`config.mk`:
```
export PLATFORM = sky130hd
export DESIGN_NAME = ahb_lite_master_if_flat
export DESIGN_NICKNAME = d
export VERILOG_FILES = /design/src/rtl/ahb_lite_master_if_pkg.sv /design/src/rtl/ahb_lite_master_if_if.sv /design/src/rtl/ahb_lite_master_if.sv /design/src/flat_wrapper.sv
export SDC_FILE = /design/constraint.sdc
export NUM_CORES = 1
export LEC_CHECK = 0
export CAP_MARGIN = 5
export CORE_MARGIN = 2
export CORE_UTILIZATION = 48
export CTS_CLUSTER_DIAMETER = 60
export DETAILED_ROUTE_END_ITERATION = 8
export PLACE_DENSITY_LB_ADDON = 0.1
export SYNTH_ARGS = -nofsm -noshare
export SYNTH_HDL_FRONTEND = slang
export SYNTH_SLANG_ARGS = --single-unit
```
`constraint.sdc`:
```
create_clock -name HCLK -period 4.29 [get_ports HCLK]
set_clock_uncertainty 0.1 [all_clocks]
set_input_delay 0.858 -clock HCLK [delete_from_list [all_inputs] [get_ports HCLK]]
set_output_delay 0.858 -clock HCLK [all_outputs]
set_load 0.01 [all_outputs]
```
`src/rtl/ahb_lite_master_if_pkg.sv`:
```
// ahb_lite_master_if_pkg: shared AHB-Lite encodings and master FSM states
package ahb_lite_master_if_pkg;

    localparam logic [1:0] HTRANS_IDLE   = 2'b00;
    localparam logic [1:0] HTRANS_NONSEQ = 2'b10;
    localparam logic [2:0] HBURST_SINGLE = 3'b000;
    localparam logic [2:0] HSIZE_BYTE    = 3'b000;
    localparam logic [2:0] HSIZE_HALF    = 3'b001;
    localparam logic [2:0] HSIZE_WORD    = 3'b010;
    localparam logic       HRESP_OKAY    = 1'b0;
    localparam logic       HRESP_ERROR   = 1'b1;

    typedef enum logic [1:0] {
        ST_IDLE = 2'b00,
        ST_ADDR = 2'b01,
        ST_DATA = 2'b10,
        ST_ERR  = 2'b11
    } state_t;

endpackage

```
`src/rtl/ahb_lite_master_if_if.sv`:
```
// ahb_lite_master_if_if: CPU request/response channel plus AHB-Lite bus signals
interface ahb_lite_master_if_if;

    logic        cpu_req_valid;
    logic        cpu_req_ready;
    logic [31:0] cpu_req_addr;
    logic        cpu_req_write;
    logic [2:0]  cpu_req_size;
    logic [31:0] cpu_req_wdata;
    logic        cpu_rsp_valid;
    logic [31:0] cpu_rsp_rdata;
    logic        cpu_rsp_err;
    logic [31:0] HADDR;
    logic [1:0]  HTRANS;
    logic        HWRITE;
    logic [2:0]  HSIZE;
    logic [2:0]  HBURST;
    logic [3:0]  HPROT;
    logic        HMASTLOCK;
    logic [31:0] HWDATA;
    logic [31:0] HRDATA;
    logic        HREADY;
    logic        HRESP;

    // The bus master: drives AHB requests and CPU responses
    modport master (
        input  cpu_req_valid, cpu_req_addr, cpu_req_write, cpu_req_size, cpu_req_wdata,
        input  HRDATA, HREADY, HRESP,
        output cpu_req_ready, cpu_rsp_valid, cpu_rsp_rdata, cpu_rsp_err,
        output HADDR, HTRANS, HWRITE, HSIZE, HBURST, HPROT, HMASTLOCK, HWDATA
    );

    // The surroundings: CPU side plus the AHB slave
    modport slave (
        output cpu_req_valid, cpu_req_addr, cpu_req_write, cpu_req_size, cpu_req_wdata,
        output HRDATA, HREADY, HRESP,
        input  cpu_req_ready, cpu_rsp_valid, cpu_rsp_rdata, cpu_rsp_err,
        input  HADDR, HTRANS, HWRITE, HSIZE, HBURST, HPROT, HMASTLOCK, HWDATA
    );

endinterface

```
`src/rtl/ahb_lite_master_if.sv`:
```
// ahb_lite_master_if: turns CPU valid/ready requests into AHB-Lite SINGLE transfers
module ahb_lite_master_if
    import ahb_lite_master_if_pkg::*;
#(
    parameter int         TIMEOUT   = 255,
    parameter logic [3:0] HPROT_VAL = 4'b0011
) (
    input  logic                  HCLK,
    input  logic                  HRESETn,
    ahb_lite_master_if_if.master  bus
);

    localparam int             CW = (TIMEOUT > 1) ? $clog2(TIMEOUT + 1) : 1;
    localparam logic [CW-1:0]  TO = CW'(TIMEOUT);

    function automatic logic f_misaligned(input logic [2:0] size, input logic [1:0] a);
        return (size > HSIZE_WORD) || (size == HSIZE_HALF && a[0]) ||
               (size == HSIZE_WORD && a != 2'b00);
    endfunction

    state_t        r_state, w_state;
    logic [31:0]   r_haddr, w_haddr;
    logic [1:0]    r_htrans, w_htrans;
    logic          r_hwrite, w_hwrite;
    logic [2:0]    r_hsize, w_hsize;
    logic [31:0]   r_hwdata, w_hwdata;
    logic [31:0]   r_wdata, w_wdata;
    logic [CW-1:0] r_cnt, w_cnt;
    logic          r_rsp_valid, w_rsp_valid;
    logic [31:0]   r_rsp_rdata, w_rsp_rdata;
    logic          r_rsp_err, w_rsp_err;
    logic          r_pend, w_pend;
    logic          w_complete;
    logic          w_ready;
    logic          w_accept;
    logic          w_mis;

    // A misaligned request taken on a completing cycle must wait one cycle for its
    // error strobe, so ready is withheld in IDLE while that strobe is pending.
    assign w_complete = (r_state == ST_DATA) && bus.HREADY && (bus.HRESP == HRESP_OKAY);
    assign w_ready    = ((r_state == ST_IDLE) && !r_pend) || w_complete;
    assign w_accept   = bus.cpu_req_valid && w_ready;
    assign w_mis      = f_misaligned(bus.cpu_req_size, bus.cpu_req_addr[1:0]);

    assign bus.cpu_req_ready = w_ready;
    assign bus.cpu_rsp_valid = r_rsp_valid;
    assign bus.cpu_rsp_rdata = r_rsp_rdata;
    assign bus.cpu_rsp_err   = r_rsp_err;
    assign bus.HADDR         = r_haddr;
    assign bus.HTRANS        = r_htrans;
    assign bus.HWRITE        = r_hwrite;
    assign bus.HSIZE         = r_hsize;
    assign bus.HWDATA        = r_hwdata;
    assign bus.HBURST        = HBURST_SINGLE;
    assign bus.HPROT         = HPROT_VAL;
    assign bus.HMASTLOCK     = 1'b0;

    // Next-state and next-output logic: phase sequencing, responses and request capture
    always_comb begin
        w_state     = r_state;
        w_haddr     = r_haddr;
        w_htrans    = r_htrans;
        w_hwrite    = r_hwrite;
        w_hsize     = r_hsize;
        w_hwdata    = r_hwdata;
        w_wdata     = r_wdata;
        w_cnt       = r_cnt;
        w_rsp_valid = r_pend;
        w_rsp_rdata = '0;
        w_rsp_err   = r_pend;
        w_pend      = 1'b0;
        case (r_state)
            ST_ADDR: begin
                if (bus.HREADY) begin
                    w_htrans = HTRANS_IDLE;
                    w_hwdata = r_wdata;
                    w_cnt    = '0;
                    w_state  = ST_DATA;
                end
            end
            ST_DATA: begin
                if (w_complete) begin
                    w_rsp_valid = 1'b1;
                    w_rsp_rdata = r_hwrite ? 32'h0 : bus.HRDATA;
                    w_state     = ST_IDLE;
                end else if (bus.HRESP == HRESP_ERROR) begin
                    w_rsp_valid = bus.HREADY;
                    w_rsp_err   = bus.HREADY;
                    w_state     = bus.HREADY ? ST_IDLE : ST_ERR;
                end else begin
                    w_cnt = r_cnt + 1'b1;
                    if (TIMEOUT != 0 && w_cnt == TO) begin
                        w_rsp_valid = 1'b1;
                        w_rsp_err   = 1'b1;
                        w_state     = ST_IDLE;
                    end
                end
            end
            ST_ERR: begin
                if (bus.HREADY) begin
                    w_rsp_valid = 1'b1;
                    w_rsp_err   = 1'b1;
                    w_state     = ST_IDLE;
                end
            end
            default: ;
        endcase
        if (w_accept && w_mis) begin
            w_pend      = w_complete;
            w_rsp_valid = w_rsp_valid | !w_complete;
            w_rsp_err   = w_rsp_err | !w_complete;
        end else if (w_accept) begin
            w_haddr  = bus.cpu_req_addr;
            w_hwrite = bus.cpu_req_write;
            w_hsize  = bus.cpu_req_size;
            w_wdata  = bus.cpu_req_wdata;
            w_htrans = HTRANS_NONSEQ;
            w_state  = ST_ADDR;
        end
    end

    // State and registered outputs, cleared asynchronously by HRESETn
    always_ff @(posedge HCLK or negedge HRESETn) begin
        if (!HRESETn) begin
            r_state     <= ST_IDLE;
            r_haddr     <= '0;
            r_htrans    <= HTRANS_IDLE;
            r_hwrite    <= 1'b0;
            r_hsize     <= HSIZE_WORD;
            r_hwdata    <= '0;
            r_wdata     <= '0;
            r_cnt       <= '0;
            r_rsp_valid <= 1'b0;
            r_rsp_rdata <= '0;
            r_rsp_err   <= 1'b0;
            r_pend      <= 1'b0;
        end else begin
            r_state     <= w_state;
            r_haddr     <= w_haddr;
            r_htrans    <= w_htrans;
            r_hwrite    <= w_hwrite;
            r_hsize     <= w_hsize;
            r_hwdata    <= w_hwdata;
            r_wdata     <= w_wdata;
            r_cnt       <= w_cnt;
            r_rsp_valid <= w_rsp_valid;
            r_rsp_rdata <= w_rsp_rdata;
            r_rsp_err   <= w_rsp_err;
            r_pend      <= w_pend;
        end
    end

endmodule

```
`src/flat_wrapper.sv`:
```
// flat-port wrapper written by rule: the top's interface ports become plain ports
module ahb_lite_master_if_flat import ahb_lite_master_if_pkg::*;
#(
    parameter int         TIMEOUT   = 255,
    parameter logic [3:0] HPROT_VAL = 4'b0011
)
  (HCLK, HRESETn, bus_cpu_req_valid, bus_cpu_req_addr, bus_cpu_req_write, bus_cpu_req_size, bus_cpu_req_wdata, bus_HRDATA, bus_HREADY, bus_HRESP, bus_cpu_req_ready, bus_cpu_rsp_valid, bus_cpu_rsp_rdata, bus_cpu_rsp_err, bus_HADDR, bus_HTRANS, bus_HWRITE, bus_HSIZE, bus_HBURST, bus_HPROT, bus_HMASTLOCK, bus_HWDATA);
  ahb_lite_master_if_if bus_i ();
  input  logic HCLK;
  input  logic HRESETn;
  input wire logic [$bits(bus_i.cpu_req_valid)-1:0] bus_cpu_req_valid;
  input wire logic [$bits(bus_i.cpu_req_addr)-1:0] bus_cpu_req_addr;
  input wire logic [$bits(bus_i.cpu_req_write)-1:0] bus_cpu_req_write;
  input wire logic [$bits(bus_i.cpu_req_size)-1:0] bus_cpu_req_size;
  input wire logic [$bits(bus_i.cpu_req_wdata)-1:0] bus_cpu_req_wdata;
  input wire logic [$bits(bus_i.HRDATA)-1:0] bus_HRDATA;
  input wire logic [$bits(bus_i.HREADY)-1:0] bus_HREADY;
  input wire logic [$bits(bus_i.HRESP)-1:0] bus_HRESP;
  output wire logic [$bits(bus_i.cpu_req_ready)-1:0] bus_cpu_req_ready;
  output wire logic [$bits(bus_i.cpu_rsp_valid)-1:0] bus_cpu_rsp_valid;
  output wire logic [$bits(bus_i.cpu_rsp_rdata)-1:0] bus_cpu_rsp_rdata;
  output wire logic [$bits(bus_i.cpu_rsp_err)-1:0] bus_cpu_rsp_err;
  output wire logic [$bits(bus_i.HADDR)-1:0] bus_HADDR;
  output wire logic [$bits(bus_i.HTRANS)-1:0] bus_HTRANS;
  output wire logic [$bits(bus_i.HWRITE)-1:0] bus_HWRITE;
  output wire logic [$bits(bus_i.HSIZE)-1:0] bus_HSIZE;
  output wire logic [$bits(bus_i.HBURST)-1:0] bus_HBURST;
  output wire logic [$bits(bus_i.HPROT)-1:0] bus_HPROT;
  output wire logic [$bits(bus_i.HMASTLOCK)-1:0] bus_HMASTLOCK;
  output wire logic [$bits(bus_i.HWDATA)-1:0] bus_HWDATA;
  assign bus_i.cpu_req_valid = bus_cpu_req_valid;
  assign bus_i.cpu_req_addr = bus_cpu_req_addr;
  assign bus_i.cpu_req_write = bus_cpu_req_write;
  assign bus_i.cpu_req_size = bus_cpu_req_size;
  assign bus_i.cpu_req_wdata = bus_cpu_req_wdata;
  assign bus_i.HRDATA = bus_HRDATA;
  assign bus_i.HREADY = bus_HREADY;
  assign bus_i.HRESP = bus_HRESP;
  assign bus_cpu_req_ready = bus_i.cpu_req_ready;
  assign bus_cpu_rsp_valid = bus_i.cpu_rsp_valid;
  assign bus_cpu_rsp_rdata = bus_i.cpu_rsp_rdata;
  assign bus_cpu_rsp_err = bus_i.cpu_rsp_err;
  assign bus_HADDR = bus_i.HADDR;
  assign bus_HTRANS = bus_i.HTRANS;
  assign bus_HWRITE = bus_i.HWRITE;
  assign bus_HSIZE = bus_i.HSIZE;
  assign bus_HBURST = bus_i.HBURST;
  assign bus_HPROT = bus_i.HPROT;
  assign bus_HMASTLOCK = bus_i.HMASTLOCK;
  assign bus_HWDATA = bus_i.HWDATA;
  ahb_lite_master_if #(.TIMEOUT(TIMEOUT), .HPROT_VAL(HPROT_VAL)) u_core (.HCLK(HCLK), .HRESETn(HRESETn), .bus(bus_i));
endmodule
```
==> results.ini <==
[floorplanning]
boundaryPins=218
rows=40
fp.coreArea_mm2=0.0121
die_area_mm2=0.0134
die_h_um=116
dieWidth_um=116
initial_core_util_pct=49.6

[route]
viasPerCell=4.85
ant_nets=0
vias=3767
drt_iter0_markers=172
drcViolationCount=0
first_pass_iters=5
wl_per_cell_um=16.9
drt-total-wl_um=13100

[global_route]
gr-total-overflow=0
antenna_found_initial=0
grt_pass1_vias=4101
grt_first_pass_wirelength_um=20800
grt.total_usage_pct=20.5
grt_max_degree=112

[sta]
min_period_ps=3330
clock.fmax_ghz=0.300
post-route-period-util_pct=77.7
rsz0062_at_grt=false
drv_slew=0
relSlewSlack_pct=33.8
hold_ws_ps=379
setup-violations-final=0
hold_viol=0
tightest_slew_ps=993
tns_ps=0

[worst_setup_path]
cp-end-kind=output pin
rrSetupSlack_ps=1970
r2r-start=u_core.r_state[1]
cp.required_ps=3330
reg2reg_to=u_core.bus.HADDR[12]
cp.arrival_ps=2370
path_class=primary input to output pin
crit_fanout=5
reg2regPathDepth=6
cp-start-kind=primary input

[synthesis]
yosysSeqAreaShare_pct=61.2
yosysWarnings=0
syn_inst=384
synthTopCellsByArea=dfrtp_1 (61%), mux2_4 (16%), mux2_2 (6.2%)
synth.largest_area_cell=dfrtp_1
synth-seq-cells=147
synth_edf_count=0
synthArstFlopShare_pct=100
netlist_area_mm2=0.00601
yosys.area.top_type_share_pct=60.8
ys_types=47
ys.flop_type=dfrtp_1
synth.avg_cell_area_um2=15.7

[clock_tree]
numCtsBuffers=17
clk_latency_ps=420
clock_sinks=147
cts.hold.buffers_added=0
h-tree-depth=4
clockBufferDepth=2
cts-root-buf=clkbuf_16
cts_resized=0
cts_setup_buffers=0
cts.clk_slew.worst_paths_ps=50
cts_tree=yes

[layout]
area_delta_synth_final_pct=45.0
drive_gt1_share_pct=24.0
register_area_mm2=0.00368
multi_input_area_mm2=0.00207
n_antenna_cell=0
final_common_cell=clkdlybuf4s50_1
fillers=867
mostFrequentLayoutCells=clkdlybuf4s50_1 (208), dfrtp_1 (146), mux2_4 (66)
fin_nets=702

[power_and_ir_drop]
p_total_w=0.00521
leakage_nw=3.87
power_density_mw_per_mm2=598
ir_drop_mv=0.322

[placement]
dpl.hpwl_um=8980
numPortBuffers=209
gp_congestion=0.751

[min_path]
hold_end=u_core.bus.HTRANS[1]
hp-class=flop to flop
min_path_cells=1
hp-start=u_core.bus.HTRANS[1]

[run_status]
status=finished, final reports clean

[job]
cap_violations=0

[final cells by class]
| class | count | share of cell area, % |
|---|---|---|
| Clock buffer | 22 | 5.55 |
| Multi-Input combinational cell | 212 | 23.8 |
| Inverter | 3 | 0.129 |
| Timing Repair Buffer | 214 | 24.4 |
| Tap cell | 168 | 2.41 |
| Sequential cell | 147 | 42.2 |
| Clock inverter | 10 | 1.48 |
[state kept, by name (all words and copies together), names as in the netlist]
register                  cells
u_core.bus.cpu_rsp_err        1
u_core.bus.HWRITE             1
u_core.bus.HTRANS             2
u_core.r_pend                 1
u_core.bus.cpu_rsp_rdata     32
u_core.r_wdata               32
u_core.r_cnt                  8
u_core.bus.HWDATA            32
u_core.bus.cpu_rsp_valid      1
u_core.r_state                2
u_core.bus.HSIZE              3
u_core.bus.HADDR             32
[kinds of logic (layout without fill, tap and decap cells)]
logic type | Yosys count | count (layout) | synth area share, %
other | 2 | 8 | 0.125
buffers and inverters | 31 | 249 | 4.68
muxes | 99 | 99 | 22.7
AOI/OAI and AO/OA | 28 | 28 | 3.14
and+or+nand+nor | 71 | 71 | 7.18
xor gates and xnor gates | 4 | 4 | 0.583
adders and majority gates | 2 | 2 | 0.416
DFF | 147 | 147 | 61.2
[report_power, final]
part           leakage [nW]  total, W  switching (W)  internal (W)
logic                  1.72   0.00162       0.000535       0.00109
registers              1.84   0.00208       0.000247       0.00183
clock network         0.309   0.00151       0.000538      0.000971
total                  3.87   0.00521        0.00132       0.00389
[critical path: stages]
cell	delay, ps
clkdlybuf4s50_1	490
nor3b_4	320
a21oi_2	110
inv_2	60
clkdlybuf4s50_1	530
[worst max path at each step]
| stage | slack (ps) | cells after the start | start | to |
|---|---|---|---|---|
| after floorplan | 1910 | 6 | bus_cpu_req_size[0] | u_core.bus.HADDR[0] |
| after global placement | 1010 | 5 | bus_HRESP | bus_cpu_req_ready |
| after detailed placement | 970 | 5 | bus_HRESP | bus_cpu_req_ready |
| after CTS | 960 | 5 | bus_HRESP | bus_cpu_req_ready |
| after global routing | 900 | 5 | bus_HRESP | bus_cpu_req_ready |
| final | 960 | 5 | bus_HRESP | bus_cpu_req_ready |
[metrics by stage]
stage               instances  setup WS, ps  area [um2]  utilization [%]
floorplan                 390          1910        6030                -
global placement          744          1010        8110             66.9
detailed placement        744           975        8110             66.9
CTS                       776           961        8720             72.0
global route              776           895        8720             72.0
finish                    776           957        8720             72.0
[synth_stat cells (4+ instances only)]
library cell	n
mux2_4	66
and2_1	34
nand2_1	10
buf_12	8
a21oi_1	4
buf_4	8
buf_2	4
nand3_1	6
mux2_2	33
dfrtp_1	146
nor2_1	4
clkbuf_1	8
o21ai_0	8
[per-layer routing]
layer | up-vias | GRT usage, % | part of all wire (%)
met5 | - | 0 | 0
met4 | 0 | 7.38 | 1.3
met3 | 13 | 11.1 | 13
met2 | 163 | 34.1 | 49
met1 | 1865 | 22.4 | 37
li1 | 1726 | - | -
Note: power is estimated with default switching activity, not from simulation.
